### config.mk
export PLATFORM = sky130hd
export DESIGN_NAME = word_assembler
export DESIGN_NICKNAME = d
export VERILOG_FILES = /design/src/rtl/word_assembler.sv
export SDC_FILE = /design/constraint.sdc
export NUM_CORES = 1
export LEC_CHECK = 0
export ABC_AREA = 1
export CORE_UTILIZATION = 50
export DETAILED_ROUTE_END_ITERATION = 10
export PLACE_DENSITY = 0.74
export SYNTH_ARGS = -nofsm -noshare
export SYNTH_HDL_FRONTEND = slang
export SYNTH_SLANG_ARGS = --single-unit
### constraint.sdc
create_clock -name CLK -period 3.2 [get_ports CLK]
set_input_delay 0.64 -clock CLK [delete_from_list [all_inputs] [get_ports CLK]]
set_output_delay 0.64 -clock CLK [all_outputs]
set_load 0.05 [all_outputs]
### src/rtl/word_assembler.sv
// Purpose : packs NUM_BEATS narrow stream beats into one wide word (beat 0 in LSBs); IN_LAST closes a short, zero-padded word.
// Latency : the word is registered on the edge that accepts the closing beat and is valid the following cycle.
// Backpres: only the closing beat stalls, and only while the output register is full and not draining; other beats always accepted.
// Option  : define WORD_ASSEMBLER_MSB_FIRST_EN to place beat 0 in the MSBs (short words become left-aligned).
module word_assembler #(
  parameter  int IN_WIDTH  = 8,
  parameter  int NUM_BEATS = 4,
  localparam int OUT_WIDTH = IN_WIDTH * NUM_BEATS,
  localparam int CNT_WIDTH = $clog2(NUM_BEATS + 1)
) (
  input  logic                 CLK,
  input  logic                 RST,
  input  logic [IN_WIDTH-1:0]  IN_DATA,
  input  logic                 IN_VALID,
  input  logic                 IN_LAST,
  output logic                 IN_READY,
  output logic [OUT_WIDTH-1:0] OUT_DATA,
  output logic                 OUT_VALID,
  input  logic                 OUT_READY,
  output logic [CNT_WIDTH-1:0] OUT_COUNT,
  output logic                 OUT_SHORT
);

  localparam logic [CNT_WIDTH-1:0] LAST_IDX = CNT_WIDTH'(NUM_BEATS - 1);
  localparam logic [CNT_WIDTH-1:0] FULL_CNT = CNT_WIDTH'(NUM_BEATS);

  logic [OUT_WIDTH-1:0] acc;
  logic [OUT_WIDTH-1:0] merged;
  logic [CNT_WIDTH-1:0] cnt;
  logic [CNT_WIDTH-1:0] cnt_inc;
  logic [CNT_WIDTH-1:0] slot;
  logic                 closing;
  logic                 accept;

  // A beat closes the word when it fills the last slot or carries IN_LAST.
  assign closing  = (cnt == LAST_IDX) || IN_LAST;
  // Only a closing beat needs room in the output register; a draining register counts as room.
  assign IN_READY = closing ? (!OUT_VALID || OUT_READY) : 1'b1;
  assign accept   = IN_VALID && IN_READY;
  assign cnt_inc  = cnt + 1'b1;

`ifdef WORD_ASSEMBLER_MSB_FIRST_EN
  assign slot = LAST_IDX - cnt;
`else
  assign slot = cnt;
`endif

  // Accumulator with the current beat dropped into its slot; unfilled slots are still zero.
  always_comb begin
    merged = acc;
    merged[int'(slot) * IN_WIDTH +: IN_WIDTH] = IN_DATA;
  end

  // Accumulate beats, load the output register on a closing beat, clear valid on a bare drain.
  always_ff @(posedge CLK) begin
    if (RST) begin
      acc       <= '0;
      cnt       <= '0;
      OUT_DATA  <= '0;
      OUT_VALID <= 1'b0;
      OUT_COUNT <= '0;
      OUT_SHORT <= 1'b0;
    end else begin
      if (OUT_VALID && OUT_READY) begin
        OUT_VALID <= 1'b0;
      end
      if (accept) begin
        if (closing) begin
          OUT_DATA  <= merged;
          OUT_COUNT <= cnt_inc;
          OUT_SHORT <= (cnt_inc != FULL_CNT);
          OUT_VALID <= 1'b1;
          acc       <= '0;
          cnt       <= '0;
        end else begin
          acc <= merged;
          cnt <= cnt_inc;
        end
      end
    end
  end

endmodule
==> results.json <==
{
  "yosysWarnings": 0,
  "rows": 29,
  "antenna_left": 0,
  "cts-root-buf": "clkbuf_8",
  "seq_area_frac_synth": 0.426,
  "ctsResizeCount": 0,
  "fin_worst_skew_ns": 0.00685,
  "cts_inserted_buffers": 9,
  "synth_area_um2": 3380,
  "slew_viol_final": 0,
  "wire_per_inst_um": 12.5,
  "crit_buf_inv": 1,
  "start_util": 0.524,
  "ys_seq_elements": 72,
  "startpoint_type": "flip-flop",
  "pwr-share-comb": 0.186,
  "hold_path_depth": 2,
  "reg2reg_depth": 11,
  "cp-end-kind": "output pin",
  "syn_area_per_cell_um2": 6.88,
  "final_nets": 551,
  "async_flop_share": 0,
  "cp_max_fo": 7,
  "min_period_over_period": 0.752,
  "yosysMostFrequentCell": "nand2_1",
  "seqPwrFrac": 0.462,
  "min_to": "acc[27]",
  "p_int_mw": 1.45,
  "crit_family": "adder cells",
  "grt_pass1_vias": 2747,
  "setup_viol": 0,
  "pwr_density_cell_nw_per_um2": 506,
  "hold_buffers": 0,
  "grt_max_degree": 39,
  "via_per_inst": 5.06,
  "cts_tree": "yes",
  "die_w_um": 84.3,
  "clk_pin_slew_ns": 0.07,
  "grtUsageTotal": 0.225,
  "wl_um": 7690,
  "dieHeight_um": 84.3,
  "place_area_um2": 3870,
  "r2r_start": "cnt[0]",
  "synth-edff-count": 0,
  "crit_top_cell": "ha_1",
  "overflow": 0,
  "yosysTopAreaCell": "dfxtp_1",
  "grt_first_pass_wirelength_um": 12600,
  "r2r_end": "OUT_DATA[19]",
  "drc_errors": 8,
  "synth_cell_types": 25,
  "detail_route.iter0.violations": 185,
  "switchingPower_mw": 0.606,
  "hold_viol": 0,
  "num_antenna_cells": 0,
  "crit_chain": "ha_1, ha_1, or2_4, nand2_1, buf_4",
  "hp-start": "acc[27]",
  "clock_path_buffers": 2,
  "ir_worst_vdd_mv": 0.308,
  "crit_type": "flip-flop to output pin",
  "drive_gt1_frac": 0.0855,
  "synth-main-ff-cell": "dfxtp_1",
  "insertion_delay_ns": 0.35,
  "synth_area_leaders": "dfxtp_1, nand2_1, a21oi_1, inv_1, nand3_1",
  "violations": "DRC",
  "netlist_instances": 492,
  "status": "finished, violations left",
  "yosysTopAreaCellShare": 0.426,
  "fill_cells": 593,
  "cp_data_arrival_time_ns": 1.77,
  "numPortBuffers": 50,
  "power.static_leakage_nw": 1.71,
  "syn-num-nets": 510,
  "rrSetupSlack_ns": 0.93,
  "hold_path_class": "flip-flop to flip-flop",
  "gp_congestion": 0.772,
  "maxCapViolCount": 0,
  "die-area_um2": 7100,
  "antenna_found_initial": 0,
  "fin_area_um2": 4070,
  "dp.final_hpwl_um": 4990,
  "ioPinCount": 51,
  "core_um2": 6460,
  "critPathRequiredTime_ns": 2.56,
  "num_vias": 3112,
  "timing.fmax_mhz": 415,
  "area_growth_pct": 20.3,
  "post_cts_buffers": 0,
  "p_sw_frac": 0.295,
  "dr.pass1.iters": 7,
  "worst_pin_slew_ns": 0.582,
  "fin_tns_setup_ns": 0,
  "synthTopCellsByCount": "nand2_1, dfxtp_1, inv_1, a21oi_1, nor2_1",
  "p_clk_frac": 0.352,
  "rsz0062_at_grt": "false",
  "cp_slowest_stage_delay_ns": 0.39,
  "maxSlewHeadroom": 0.612,
  "period_needed_ns": 2.41,
  "htreeDepth": 3,
  "cpMaxStageDelayCell": "dfxtp_1",
  "clock-sinks": 72
}
## power by group through the flow
stage	registers (mW)	clock network, mW	logic (mW)
after floorplan	1.07	0	0.170
after global placement	0.971	0	0.377
after detailed placement	0.972	0	0.382
after CTS	0.952	0.740	0.383
after global routing	0.955	0.777	0.416
final	0.952	0.725	0.382
## metal layers
metal  vias to the layer above  global-route usage  routed length (um)  part of all wire
li1                       1625                   -                   -                 -
met1                      1398               0.287                3630              0.47
met2                        82               0.385                3630              0.47
met3                         7              0.0393                 353             0.046
met4                         0              0.0784                  72            0.0094
met5                         -                   0                   0                 0
## flip-flops by register name, summed over array words and instances (netlist names)
register and count:
cnt 3, OUT_COUNT 3, acc 32, OUT_DATA 32
OUT_VALID 1, OUT_SHORT 1
## worst max-delay path by stage
stage,startpoint,to,cells past startpoint
finish,cnt[0],IN_READY,5
global placement,IN_LAST,IN_READY,4
global route,cnt[0],acc[20],9
CTS,cnt[0],IN_READY,5
detailed placement,IN_LAST,IN_READY,4
floorplan,cnt[0],acc[10],8
## through the flow
| step | power (mW) | hold WS, ns | setup WS (ns) | util | instances |
|---|---|---|---|---|---|
| 3_5_place_dp | 1.35 | 0.455 | 0.957 | 0.599 | 599 |
| 3_3_place_gp | 1.35 | 0.451 | 0.963 | 0.599 | 599 |
| 6_report | 2.06 | 0.466 | 0.793 | 0.630 | 615 |
| 5_1_grt | 2.15 | 0.483 | 0.667 | 0.630 | 615 |
| 4_1_cts | 2.07 | 0.466 | 0.774 | 0.630 | 615 |
| 2_1_floorplan | 1.24 | 0.444 | 1.14 | - | 492 |
## area by class of cell
| class | instances | area [um2] | area share |
|---|---|---|---|
| multi-input cells | 327 | 1550 | 0.381 |
| flip-flops and latches | 72 | 1440 | 0.354 |
| repair buffers | 54 | 523 | 0.128 |
| well taps | 77 | 96.3 | 0.0237 |
| inverters | 69 | 259 | 0.0636 |
| clock buffers | 13 | 159 | 0.0390 |
| clock inverters | 3 | 40.0 | 0.00984 |
## cells in the final DEF (no fill, tap or decap), types with 7 or more instances in the layout
cell type	count
dfxtp_1	72
o21ai_1	7
clkdlybuf4s50_1	48
a21oi_1	55
nor2_1	35
nand3_1	33
o21ai_2	9
nand4_1	8
o21ai_0	17
nand2_1	143
inv_1	66
clkbuf_8	11
## worst min-delay path, delay by kind of cell (launching register included)
family | cells | cell delay (ns)
AOI/OAI and AO/OA | 1 | 0.05
DFF | 1 | 0.31
and+or+nand+nor | 1 | 0.06
## logic make-up (layout without fill, tap and decap cells)
| kind of cell | after synthesis | after routing | share of synthesized area |
|---|---|---|---|
| buffers and inverters | 93 | 139 | 0.115 |
| DFF | 72 | 72 | 0.426 |
| and+or+nand+nor | 233 | 233 | 0.298 |
| AOI/OAI and AO/OA | 89 | 89 | 0.142 |
| adders and majority gates | 5 | 5 | 0.0185 |
(Power assumes the default switching activity.)
